[config.mk]
export PLATFORM = sky130hd
export DESIGN_NAME = seg_scan_ctrl_flat
export DESIGN_NICKNAME = d
export VERILOG_FILES = /design/src/rtl/seg_scan_if.sv /design/src/rtl/seg_scan_ctrl.sv /design/src/flat_wrapper.sv
export SDC_FILE = /design/constraint.sdc
export NUM_CORES = 1
export LEC_CHECK = 0
export ABC_CLOCK_PERIOD_IN_PS = 8150
export BUFFER_PORTS_ARGS = -buffer_cell sky130_fd_sc_hd__buf_2
export CAP_MARGIN = 40
export CORE_MARGIN = 3
export CORE_UTILIZATION = 62
export DETAILED_ROUTE_END_ITERATION = 7
export PLACE_DENSITY = 0.85
export RECOVER_POWER = 50
export SETUP_SLACK_MARGIN = 0.02
export SYNTH_ARGS = -nofsm -noshare
export SYNTH_HDL_FRONTEND = slang
export SYNTH_SLANG_ARGS = --single-unit
[constraint.sdc]
create_clock -name clk -period 8.15 [get_ports clk]
set_clock_uncertainty 0.2 [all_clocks]
set_input_delay 0.815 -clock clk [delete_from_list [all_inputs] [get_ports clk]]
set_output_delay 0.815 -clock clk [all_outputs]
set_load 0.01 [all_outputs]
[src/rtl/seg_scan_if.sv]
// Display-scan bus: scan control and digit data from the host side,
// decoder code, anode enables, decimal point and frame pulse from the controller.
interface seg_scan_if #(
    parameter int DIGITS = 4
);
    logic                  en;
    logic [4*DIGITS-1:0]   digits_in;
    logic [DIGITS-1:0]     dot_in;
    logic                  lz_en;
    logic [3:0]            num_out;
    logic [DIGITS-1:0]     an;
    logic                  dp;
    logic                  frame_tick;

    modport master (
        output en,
        output digits_in,
        output dot_in,
        output lz_en,
        input  num_out,
        input  an,
        input  dp,
        input  frame_tick
    );

    modport slave (
        input  en,
        input  digits_in,
        input  dot_in,
        input  lz_en,
        output num_out,
        output an,
        output dp,
        output frame_tick
    );
endinterface

[src/rtl/seg_scan_ctrl.sv]
// Multiplexed 7-segment scan controller for a common-anode display.
// Each frame snapshots the digit word, then walks digit 0..DIGITS-1, giving every
// digit a blanking gap (all anodes off) followed by its lit period. Digits holding
// a non-BCD code, and leading zeros when suppression is on, stay dark.
module seg_scan_ctrl #(
    parameter int DIGITS      = 4,
    parameter int REFRESH_DIV = 50000,
    parameter int BLANK_CYC   = 16
) (
    input  logic        clk,
    input  logic        rst,
    seg_scan_if.slave   bus
);

    localparam int CW = $clog2(REFRESH_DIV);
    localparam int IW = $clog2(DIGITS);

    localparam logic [1:0] ST_IDLE  = 2'd0;
    localparam logic [1:0] ST_BLANK = 2'd1;
    localparam logic [1:0] ST_SHOW  = 2'd2;

    localparam logic [CW-1:0] BLANK_LAST = CW'(BLANK_CYC - 1);
    localparam logic [CW-1:0] SHOW_LAST  = CW'(REFRESH_DIV - BLANK_CYC - 1);
    localparam logic [IW-1:0] IDX_LAST   = IW'(DIGITS - 1);

    logic [1:0]          state;
    logic [IW-1:0]       idx;
    logic [CW-1:0]       cnt;
    logic [4*DIGITS-1:0] snap_digits;
    logic [DIGITS-1:0]   snap_dots;
    logic                snap_lz;

    logic [3:0]          num_q;
    logic [DIGITS-1:0]   an_q;
    logic                dp_q;
    logic                tick_q;

    logic [1:0]          nxt_state;
    logic [IW-1:0]       nxt_idx;
    logic [CW-1:0]       nxt_cnt;
    logic [4*DIGITS-1:0] nxt_digits;
    logic [DIGITS-1:0]   nxt_dots;
    logic                nxt_lz;
    logic                nxt_tick;

    logic [DIGITS-1:0]   vis;
    logic                zero_run;
    logic [3:0]          cur_digit;
    logic [3:0]          cur_num;
    logic                cur_vis;

    logic [3:0]          num_n;
    logic [DIGITS-1:0]   an_n;
    logic                dp_n;

    // Next-state logic: slot sequencing, digit walk and frame-boundary snapshot.
    always_comb begin
        nxt_state  = state;
        nxt_idx    = idx;
        nxt_cnt    = cnt;
        nxt_digits = snap_digits;
        nxt_dots   = snap_dots;
        nxt_lz     = snap_lz;
        nxt_tick   = 1'b0;
        if (!bus.en) begin
            nxt_state = ST_IDLE;
            nxt_idx   = '0;
            nxt_cnt   = '0;
        end else begin
            case (state)
                ST_IDLE: begin
                    nxt_state  = ST_BLANK;
                    nxt_idx    = '0;
                    nxt_cnt    = '0;
                    nxt_digits = bus.digits_in;
                    nxt_dots   = bus.dot_in;
                    nxt_lz     = bus.lz_en;
                end
                ST_BLANK: begin
                    if (cnt == BLANK_LAST) begin
                        nxt_cnt   = '0;
                        nxt_state = ST_SHOW;
                    end else begin
                        nxt_cnt = cnt + CW'(1);
                    end
                end
                ST_SHOW: begin
                    if (cnt == SHOW_LAST) begin
                        nxt_cnt   = '0;
                        nxt_state = ST_BLANK;
                        if (idx == IDX_LAST) begin
                            nxt_idx    = '0;
                            nxt_tick   = 1'b1;
                            nxt_digits = bus.digits_in;
                            nxt_dots   = bus.dot_in;
                            nxt_lz     = bus.lz_en;
                        end else begin
                            nxt_idx = idx + IW'(1);
                        end
                    end else begin
                        nxt_cnt = cnt + CW'(1);
                    end
                end
                default: begin
                    nxt_state = ST_IDLE;
                    nxt_idx   = '0;
                    nxt_cnt   = '0;
                end
            endcase
        end
    end

    // Per-digit visibility on the snapshot that will be active after this edge:
    // dark if non-BCD, or if it is a leading zero (not digit 0) while suppression is on.
    always_comb begin
        vis      = '0;
        zero_run = 1'b1;
        for (int k = DIGITS - 1; k >= 0; k--) begin
            zero_run = zero_run && (nxt_digits[4*k +: 4] == 4'd0);
            vis[k]   = (nxt_digits[4*k +: 4] <= 4'd9) && !(nxt_lz && (k != 0) && zero_run);
        end
    end

    // Decoder code for the upcoming slot, clamped so the decoder only ever sees 0..9.
    always_comb begin
        cur_digit = nxt_digits[{nxt_idx, 2'b00} +: 4];
        cur_num   = (cur_digit > 4'd9) ? 4'd0 : cur_digit;
        cur_vis   = vis[nxt_idx];
    end

    // Output values matching the state entered on this edge; code holds while idle.
    always_comb begin
        num_n = num_q;
        an_n  = '1;
        dp_n  = 1'b1;
        case (nxt_state)
            ST_BLANK: begin
                num_n = cur_num;
            end
            ST_SHOW: begin
                num_n = cur_num;
                if (cur_vis) begin
                    an_n[nxt_idx] = 1'b0;
                    dp_n          = ~nxt_dots[nxt_idx];
                end
            end
            default: begin
                num_n = num_q;
            end
        endcase
    end

    // State, snapshot and registered outputs; reset overrides everything.
    always_ff @(posedge clk) begin
        if (rst) begin
            state       <= ST_IDLE;
            idx         <= '0;
            cnt         <= '0;
            snap_digits <= '0;
            snap_dots   <= '0;
            snap_lz     <= 1'b0;
            num_q       <= 4'd0;
            an_q        <= '1;
            dp_q        <= 1'b1;
            tick_q      <= 1'b0;
        end else begin
            state       <= nxt_state;
            idx         <= nxt_idx;
            cnt         <= nxt_cnt;
            snap_digits <= nxt_digits;
            snap_dots   <= nxt_dots;
            snap_lz     <= nxt_lz;
            num_q       <= num_n;
            an_q        <= an_n;
            dp_q        <= dp_n;
            tick_q      <= nxt_tick;
        end
    end

    assign bus.num_out    = num_q;
    assign bus.an         = an_q;
    assign bus.dp         = dp_q;
    assign bus.frame_tick = tick_q;

endmodule
[src/flat_wrapper.sv]
// flat-port wrapper written by rule: the top's interface ports become plain ports
module seg_scan_ctrl_flat 
#(
    parameter int DIGITS      = 4,
    parameter int REFRESH_DIV = 50000,
    parameter int BLANK_CYC   = 16
)
  (clk, rst, bus_en, bus_digits_in, bus_dot_in, bus_lz_en, bus_num_out, bus_an, bus_dp, bus_frame_tick);
  seg_scan_if #(.DIGITS(DIGITS)) bus_i ();
  input  logic clk;
  input  logic rst;
  input wire logic [$bits(bus_i.en)-1:0] bus_en;
  input wire logic [$bits(bus_i.digits_in)-1:0] bus_digits_in;
  input wire logic [$bits(bus_i.dot_in)-1:0] bus_dot_in;
  input wire logic [$bits(bus_i.lz_en)-1:0] bus_lz_en;
  output wire logic [$bits(bus_i.num_out)-1:0] bus_num_out;
  output wire logic [$bits(bus_i.an)-1:0] bus_an;
  output wire logic [$bits(bus_i.dp)-1:0] bus_dp;
  output wire logic [$bits(bus_i.frame_tick)-1:0] bus_frame_tick;
  assign bus_i.en = bus_en;
  assign bus_i.digits_in = bus_digits_in;
  assign bus_i.dot_in = bus_dot_in;
  assign bus_i.lz_en = bus_lz_en;
  assign bus_num_out = bus_i.num_out;
  assign bus_an = bus_i.an;
  assign bus_dp = bus_i.dp;
  assign bus_frame_tick = bus_i.frame_tick;
  seg_scan_ctrl #(.DIGITS(DIGITS), .REFRESH_DIV(REFRESH_DIV), .BLANK_CYC(BLANK_CYC)) u_core (.clk(clk), .rst(rst), .bus(bus_i));
endmodule
# After elaboration in Yosys (flattened, before gate mapping)
# Index checks and enable logic that the tools add are counted.
# classes
add_sub_neg,2
mul,0
div_mod_pow,0
n_lt_le_gt_ge,7
eq_ne,7
shift,1
mux,31
bitwise,7
n_reduce_logical,20
# ops
cell,count
$mux W16,5
$pmux W16 S2,2
$add A16 B1 Y16 const B,1
$eq A16 B16 Y1 const B,1
$eq A16 B4 Y1 const B,1
$le A4 B4 Y1 const B,4
$mux W4,4
$shiftx A16 B5 Y4,1
$logic_not A4 Y1,3
$mux W2,6
$logic_and A1 B1 Y1,9
$pmux W4 S2,1
$mux W1,7
$eq A2 B2 Y1 const B,3
$not A1 Y1,6
$pmux W2 S3,1
$bmux W1 S2,2
$eq A2 B1 Y1 const B,2
$gt A4 B4 Y1 const B,1
$not A4 Y4,1
$pmux W2 S2,1
$reduce_or A2 Y1,2
$reduce_or A4 Y1,1
$logic_not A1 Y1,3
other kinds (7),7
# word_totals
ff_bits,51
latch_bits,0
ram_bits,0
mem_bits_ro,0
input_bits,24
out_inout_bits,10
wordCells,85
mem_count,0

# Depth between registers and ports, before layout
# Gate-level depths: netlist (run 1).
# logic_depth
ltp_word,15
depth_mapped,14
mapped_depth_nobuf,13

# Least setup slack after synthesis (run 1)
# OpenSTA, ideal clock, no wires.
# synth_path
path_kind,input to register
from,input bus_en
to,register u_core.num_q[1] (netlist: u_core.bus.num_out[1])
setup_ns,0.070
t_arrival_ns,2.565
t_required_ns,7.880
setup_slack_ns,5.315
cell_stages,9
n_path_buf,1
cell_sequence,clkbuf_1 -> nand2_1 -> or2_1 -> mux2i_1 -> and2_1 -> a32o_1 -> a21oi_2 -> or3_1 -> a21oi_1
# synth_between
elab_chain_cells,4
word_cells_on_any_way,9
classes_between,order compare (1); eq/ne (2); shift (1); mux (4); reduce/logical (1)
# synth_rtl
element,line,source
from (decl),flat_wrapper.sv:12,input wire logic [$bits(bus_i.en)-1:0] bus_en;
$mux W16 or $mux W2 (tied branches),seg_scan_ctrl.sv:65,if (!bus.en) begin
$shiftx A16 B5 Y4,seg_scan_ctrl.sv:126,"cur_digit = nxt_digits[{nxt_idx, 2'b00} +: 4];"
$gt A4 B4 Y1,seg_scan_ctrl.sv:127,cur_num = (cur_digit > 4'd9) ? 4'd0 : cur_digit;
$mux W4,seg_scan_ctrl.sv:127,
to (signal assigned),seg_scan_ctrl.sv:173,num_q <= num_n;
to (decl),seg_scan_ctrl.sv:33,logic [3:0] num_q;
# Parallel ways exist; a longest one is shown, timed or not.
# A chain may end at the register's enable or synchronous reset.

# Final worst setup path (run 1)
# layout_path
from,register u_core.cnt[0]
to,register u_core.num_q[2] (netlist: u_core.bus.num_out[2])
# layout_between
elab_chain_cells,7
word_cells_on_any_way,18
classes_between,order compare (1); eq/ne (4); shift (1); mux (11); reduce/logical (1)
# layout_rtl
element,line,source
from (decl),seg_scan_ctrl.sv:28,logic [CW-1:0] cnt;
from (signal assigned),seg_scan_ctrl.sv:169,cnt <= nxt_cnt;
$eq A16 B16 Y1,seg_scan_ctrl.sv:88,if (cnt == SHOW_LAST) begin
$mux W16 or $mux W2 (tied branches),seg_scan_ctrl.sv:88,
$pmux W16 S2 or $pmux W2 S2 (tied branches),seg_scan_ctrl.sv:70,case (state)
$mux W16 or $mux W2 (tied branches),seg_scan_ctrl.sv:65,
$shiftx A16 B5 Y4,seg_scan_ctrl.sv:126,
$gt A4 B4 Y1,seg_scan_ctrl.sv:127,
$mux W4,seg_scan_ctrl.sv:127,
# Parallel ways exist; a longest one is shown, timed or not.

==> results of run 1 <==
cell type report:
class / count / area [um2] / area share
Sequential cell: 51 / 1020 / 0.357
Multi-Input combinational cell: 231 / 1480 / 0.519
Clock inverter: 2 / 35.0 / 0.0123
Clock buffer: 6 / 82.6 / 0.0289
Tap cell: 50 / 62.6 / 0.0219
Timing Repair Buffer: 33 / 153 / 0.0534
Inverter: 6 / 22.5 / 0.00788
cells in the mapped netlist, drive strengths merged, types with 2 or more instances:
cell | number | area share
a21oi | 11 | 0.024
or2 | 2 | 0.0047
o21ai | 13 | 0.025
dfxtp | 51 | 0.39
nor3 | 7 | 0.013
inv | 6 | 0.0085
nor4 | 4 | 0.015
mux2 | 2 | 0.0085
o22ai | 4 | 0.0095
nor2 | 55 | 0.079
and2 | 4 | 0.0095
and4 | 2 | 0.0076
xnor2 | 6 | 0.020
mux2i | 14 | 0.058
clkbuf | 6 | 0.0090
nor3b | 3 | 0.0085
nand2 | 17 | 0.024
nor2b | 4 | 0.0095
o221ai | 3 | 0.010
and3 | 4 | 0.010
a2bb2oi | 2 | 0.0066
buf | 10 | 0.026
ha | 7 | 0.033
xor2 | 8 | 0.027
nand3 | 10 | 0.019
nand4 | 8 | 0.021
o21bai | 2 | 0.0057
a22oi | 23 | 0.067
or3 | 2 | 0.0047
a211o | 3 | 0.010
power by group:
part	leakage, nW	internal (mW)	switching, mW
clock	0.0612	0.0994	0.0801
combinational	0.557	0.0208	0.0313
sequential	0.415	0.256	0.00467
total	1.03	0.376	0.116
per-layer routing:
| layer | share of wire | routed length, um |
|---|---|---|
| met5 | 0 | 0 |
| met4 | 0.012 | 71 |
| met3 | 0.072 | 419 |
| met2 | 0.45 | 2600 |
| met1 | 0.47 | 2690 |
flip-flops by register name (all words and copies together) (netlist names):
register / flops
u_core.snap_digits: 16
u_core.state: 2
u_core.bus.num_out: 4
u_core.cnt: 16
u_core.bus.frame_tick: 1
u_core.bus.an: 4
u_core.bus.dp: 1
u_core.snap_lz: 1
u_core.snap_dots: 4
u_core.idx: 2
per-stage QoR:
| step | area (um2) | setup WS (ns) | hold slack (ns) | total power, mW |
|---|---|---|---|---|
| after floorplan | 2640 | 5.31 | 0.218 | 0.301 |
| after global placement | 2770 | 4.98 | 0.231 | 0.317 |
| after detailed placement | 2770 | 4.90 | 0.247 | 0.318 |
| after CTS | 2890 | 4.79 | 0.260 | 0.496 |
| after global routing | 2860 | 3.91 | 0.270 | 0.512 |
| final | 2860 | 4.25 | 0.256 | 0.492 |
worst max-delay path: cells and delay by family, from the launching register on:
| family | cells | cell delay [ns] |
|---|---|---|
| adder cells (fa/ha/maj) | 1 | 0.21 |
| AND/OR/NAND/NOR | 4 | 1.41 |
| AO/OA/AOI/OAI | 2 | 0.27 |
| flip-flops | 1 | 0.36 |
| multiplexers | 2 | 1.39 |
kinds of logic after synthesis:
logic type      count (synthesis)  share of synthesized area
mux                            16                     0.0664
xor+xnor                       14                     0.0465
simple gates                  125                      0.239
fa+ha+maj                       7                     0.0332
compound gates                 69                      0.184
buf+inv                        22                     0.0432
flops                          51                      0.387
final timing paths:
kind | startpoint | end | slack, ns
setup reg to reg | u_core.cnt[0] | u_core.bus.num_out[2] | 4.25
hold / removal | u_core.cnt[0] | u_core.cnt[0] | 0.26
hold reg to reg | u_core.cnt[0] | u_core.cnt[0] | 0.26
setup / recovery | u_core.cnt[0] | u_core.bus.num_out[2] | 4.25
==> impl_metrics.env, run 1 <==
export IMPL_grt_pass1_wl_mm=9.92
export IMPL_grtUsageMet2=0.366
export IMPL_grt_util_all_layers=0.240
export IMPL_clk_pin_slew_worst_paths_ns=0.09
export IMPL_drtAntennaViolNets=0
export IMPL_p_leak_nw=1.03
export IMPL_finalMaxSlewViolations=0
export IMPL_vias_per_cell=6.11
export IMPL_finalWirelength_mm=5.78
export IMPL_fin_cells=379
export IMPL_syn_to_final_growth_pct=8.45
export IMPL_path_cells="ha_1, and3_1, and4_4, mux2i_1, nand3_1, mux2i_1, o21ai_1, or3_1, a21oi_1"
export IMPL_syn_nets=335
export IMPL_synthArstFlopShare=0
export IMPL_firstDrtPassIters=5
export IMPL_hold_class="flip-flop to flip-flop"
export IMPL_port_buffers=33
export IMPL_grt_max_degree=33
export IMPL_post_route_util=0.705
export IMPL_final_common_cell="nor2_1"
export IMPL_vias=2316
export IMPL_synth_edf_count=0
export IMPL_max_freq_mhz=256
export IMPL_start_util=0.650
export IMPL_cts_buffer_depth=2
export IMPL_wl_per_cell_um=15.3
export IMPL_crit_required_ns=8.17
export IMPL_dp_cells=371
export IMPL_fillers=335
export IMPL_yosysWarnings=0
export IMPL_grt_util_met3=0.0426
export IMPL_hold_viol_final=0
export IMPL_cts_root_buf="clkbuf_8"
export IMPL_ys_types=56
export IMPL_period_share=0.479
export IMPL_hpwl_mm=4.10
export IMPL_die_x_um=71.2
export IMPL_status="finished clean"
export IMPL_drive_gt1_frac=0.131
export IMPL_remaining_drc_errors=0
export IMPL_setup_viol=0
export IMPL_cts_hold_fix_buffers=0
export IMPL_first_iter_violations=326
export IMPL_insertion_delay_ns=0.30
export IMPL_maxCapViolations=0
export IMPL_critPathLaunchType="flip-flop"
export IMPL_ir_drop_mv=0.146
export IMPL_cts_resized=0
export IMPL_die_h_um=71.2
export IMPL_rows=23
export IMPL_hold_depth=1
export IMPL_dieArea_um2=5070
export IMPL_avgSynthCellArea_um2=8.67
export IMPL_rr_worst_depth=9
export IMPL_gr_total_overflow=0
export IMPL_cts_sinks=51
export IMPL_cp_slowest_cell="mux2i_1"
export IMPL_final_min_clock_period_ns=3.90
export IMPL_gr_usage_met1=0.349
export IMPL_layout_cells_most_common_list="54 x nor2_1, 51 x dfxtp_1, 23 x buf_2, 22 x a22oi_1, 17 x nand2_1"
export IMPL_antenna_found_initial=0
export IMPL_top_usage_layer="met2"
export IMPL_cts_setup_buffers=0
export IMPL_finalNetCount=359
export IMPL_grt_pass1_vias=2147
export IMPL_ios=34
export IMPL_cts_inserted_buffers=5
export IMPL_htree_levels=2
export IMPL_cp_end_kind="flip-flop"
export IMPL_globalplace_congestion=0.860
export IMPL_synth_seq_area_share=0.387
export IMPL_worst_pin_slew_ns=1.43
export IMPL_synthFlopType="dfxtp_1"
export IMPL_criticalPathCategory="flip-flop to flip-flop"
export IMPL_slew_headroom=0.0172
export IMPL_tritoncts="built"
export IMPL_ys_ff_latch=51
export IMPL_rsz0062_at_grt="false"
export IMPL_antenna_cells=0
export IMPL_synth_cells=304
export IMPL_p_per_area_nw_per_um2=172
export IMPL_cp_max_fo=14
export IMPL_cp_data_arrival_time_ns=3.93
export IMPL_cpPeakStageDelay_ns=1.15
export IMPL_syn_area_um2=2640
export IMPL_cpMostUsedCell="mux2i_1"
export IMPL_fin_setup_tns_ns=0
export IMPL_core_area_um2=4060
Power figures use the tool's default switching activity.
==> run 2: changes to the inputs <==
Settings changed: ABC_AREA set to 1, ABC_CLOCK_PERIOD_IN_PS 8150 to 3500, CORE_UTILIZATION 62 to 52, PLACE_DENSITY 0.85 to 0.75.
Clock period 8.15 ns to 3.5 ns, I/O delays scaled along.
==> run 2 against run 1 <==
Die area increased by 25%. Non-clock buffer count unchanged. Clock power grew 98%. Power grew 120%. Register-to-register slack lost 3.6 ns. Global-route usage is 3.7 points lower. Largest power group unchanged. Count of clock-buffer cells in the layout down 1. Largest cell class unchanged. Synthesized cell count up 30%. Combinational power increased to 2.7 times the previous value. Via count is 8.7% higher. Sequential power increased by 130%.
==> impl_metrics.env, run 2 <==
export IMPL_status="finished clean"
export IMPL_yosysMostFrequentCell="nand2_1"
export IMPL_crit_reg2reg_launch="u_core.cnt[0]"
export IMPL_path_cells="ha_1, nand3_1, nor2_1, nand3_1, nand3_2, nand2_2, nand2_1, inv_4, nor2_4, nand2_1, nand2_1, nor2_4, inv_2, nand3_1, a21oi_1"
export IMPL_top_regs="u_core.cnt: 16 flops, u_core.snap_digits: 16 flops"
export IMPL_max_freq_mhz=350
export IMPL_port_buffers=33
export IMPL_p_seq_frac=0.549
export IMPL_criticalPathCategory="flip-flop to flip-flop"
export IMPL_ys_types=40
export IMPL_synth_top_area_share=0.363
export IMPL_ys_top_cells_by_count="106 x nand2_1, 54 x nor2_1, 51 x dfxtp_1"
export IMPL_power_switching_mw=0.310
export IMPL_die_x_um=79.5
export IMPL_rr_worst_depth=15
export IMPL_rows=26
export IMPL_crit_required_ns=3.55
export IMPL_firstDrtPassIters=4
export IMPL_globalplace_congestion=0.942
export IMPL_worst_r2r_endpoint="u_core.bus.num_out[1]"
export IMPL_drtAntennaViolNets=0
export IMPL_tritoncts="built"
export IMPL_met1Wirelength_mm=2.61
export IMPL_path_delay_family="simple AND/OR/NAND/NOR gates"
export IMPL_cp_end_kind="flip-flop"
export IMPL_hp_start="bus_dot_in[1]"
export IMPL_maxCapViolations=0
export IMPL_synthArstFlopShare=0
export IMPL_cts_root_buf="clkbuf_8"
export IMPL_first_iter_violations=102
export IMPL_rsz0062_at_grt="false"
export IMPL_yosysWarnings=0
export IMPL_ios=34
export IMPL_cts_resized=0
export IMPL_syn_nets=427
export IMPL_gr_total_overflow=0
export IMPL_yosys_top_cells_area="dfxtp_1 36%, nand2_1 14%, nor2_1 7.2%"
export IMPL_cp_data_arrival_time_ns=2.90
export IMPL_p_int_mw=0.793
export IMPL_cts_buffer_depth=2
export IMPL_hold_viol_final=0
export IMPL_start_util=0.543
export IMPL_hold_end="u_core.snap_dots[1]"
export IMPL_synth_seq_area_share=0.363
export IMPL_setup_viol=0
export IMPL_antenna_found_initial=0
export IMPL_syn_area_um2=2810
export IMPL_hold_class="input port to flip-flop"
export IMPL_worst_pin_slew_ns=0.578
export IMPL_post_route_util=0.594
export IMPL_swShare=0.281
export IMPL_setup_ws_ns=0.647
export IMPL_cp_max_fo=9
export IMPL_avgSynthCellArea_um2=7.10
export IMPL_cpPeakStageDelay_ns=0.42
export IMPL_die_h_um=79.5
export IMPL_p_per_area_nw_per_um2=359
export IMPL_vias=2518
export IMPL_highest_signal_layer="met4"
export IMPL_finalNetCount=459
export IMPL_p_leak_nw=1.34
export IMPL_hpwl_mm=4.61
export IMPL_final_min_clock_period_ns=2.85
export IMPL_synth_cells=396
export IMPL_insertion_delay_ns=0.31
export IMPL_grt_pass1_wl_mm=10.3
export IMPL_crit_buf_inv=2
export IMPL_fin_setup_tns_ns=0
export IMPL_synth_top_area_cell="dfxtp_1"
export IMPL_core_area_um2=5170
export IMPL_cts_hold_fix_buffers=0
export IMPL_dieArea_um2=6320
export IMPL_clk_pin_slew_worst_paths_ns=0.10
export IMPL_grt_max_degree=30
export IMPL_met3_length_um=247
export IMPL_grt_pass1_vias=2439
export IMPL_finalMaxSlewViolations=0
export IMPL_regToRegSetupSlack_ns=0.65
export IMPL_period_share=0.815
export IMPL_post_dp_cell_area_um2=3020
export IMPL_pre_cts_slack_ns=0.824
export IMPL_final_common_cell="nand2_1"
export IMPL_cp_slowest_cell="nand2_1"
export IMPL_finalWirelength_mm=6.03
export IMPL_critPathLaunchType="flip-flop"
export IMPL_slew_headroom=0.613
export IMPL_vias_per_cell=5.05
export IMPL_wl_per_cell_um=12.1
export IMPL_ys_ff_latch=51
export IMPL_finish_instance_area_um2=3070
export IMPL_layout_cells_most_common_list="107 x nand2_1, 55 x nor2_1, 51 x dfxtp_1, 35 x inv_1, 24 x nand3_1"
export IMPL_synthFlopType="dfxtp_1"
export IMPL_htree_levels=2
export IMPL_antenna_cells=0
export IMPL_grt_util_all_layers=0.203
export IMPL_power_frac_clock=0.322
export IMPL_synth_edf_count=0
export IMPL_power_share_combinational=0.129
export IMPL_remaining_drc_errors=0
export IMPL_syn_to_final_growth_pct=9.26
export IMPL_drive_gt1_frac=0.179
export IMPL_cts_inserted_buffers=5
export IMPL_cts_sinks=51
export IMPL_hold_depth=3
export IMPL_met2_length_mm=3.06
export IMPL_ir_drop_mv=0.266
export IMPL_cts_setup_buffers=0
[run 2: changes by cell type in the layout (fill, tap and decap cells not counted), moves of 7 or more]
| cell | delta |
|---|---|
| nand2_1 | +90 |
| inv_1 | +29 |
| a22oi_1 | -18 |
| mux2i_1 | -14 |
| nand3_1 | +14 |
| nand2_2 | +11 |
| a21oi_1 | +9 |
| or2_2 | +7 |
[run 2: cell type report]
type / instances / area (um2)
fillers: 498 / 2100
multi-input cells: 295 / 1560
flip-flops and latches: 51 / 1020
inverters: 42 / 160
repair buffers: 33 / 153
well taps: 70 / 87.6
clock buffers: 5 / 68.8
clock inverters: 3 / 23.8
[run 2: metrics by stage]
stage / total power [mW] / std cells / hold slack, ns
detailed placement: 0.762 / 491 / 0.234
global route: 1.16 / 499 / 0.133
finish: 1.10 / 499 / 0.102
global placement: 0.759 / 491 / 0.230
CTS: 1.12 / 499 / 0.0980
floorplan: 0.723 / 396 / 0.218
[run 2: worst max path at each step]
stage                            end  depth (start not counted)       startpoint  slack, ns
5_1_grt        u_core.bus.num_out[1]                         15    u_core.cnt[0]       0.31
4_1_cts             u_core.bus.an[1]                         14  u_core.state[0]       0.80
6_report       u_core.bus.num_out[1]                         15    u_core.cnt[0]       0.65
3_3_place_gp        u_core.bus.an[1]                         14  u_core.state[0]       0.91
2_1_floorplan  u_core.bus.num_out[0]                         16  u_core.state[0]       1.20
3_5_place_dp        u_core.bus.an[1]                         14  u_core.state[0]       0.82
[run 2: power by group through the flow]
stage	Sequential [mW]	Combinational (mW)	Clock (mW)
global placement	0.619	0.140	0
finish	0.606	0.142	0.355
CTS	0.606	0.144	0.367
global route	0.608	0.163	0.387
floorplan	0.619	0.104	0
detailed placement	0.619	0.143	0
[run 2: cell families (layout without fill, tap and decap cells)]
family | count (synthesis) | after routing | share of synthesized area
buffers and inverters | 50 | 83 | 0.0739
AND/OR/NAND/NOR | 240 | 240 | 0.420
XOR/XNOR | 5 | 5 | 0.0156
AO/OA/AOI/OAI | 43 | 43 | 0.0962
adder cells (fa/ha/maj) | 7 | 7 | 0.0312
flip-flops | 51 | 51 | 0.363
[run 2: tightest hold or removal path: cells and delay by family]
| kind | cells | cell delay [ns] |
|---|---|---|
| compound gates | 1 | 0.07 |
| buf+inv | 1 | 0.07 |
| simple gates | 1 | 0.08 |
[run 2: per-layer routing]
| layer | GRT usage | up-vias |
|---|---|---|
| met1 | 0.241 | 1127 |
| met3 | 0.0327 | 11 |
| met4 | 0.0756 | 0 |
| li1 | - | 1327 |
| met5 | 0 | - |
| met2 | 0.364 | 53 |
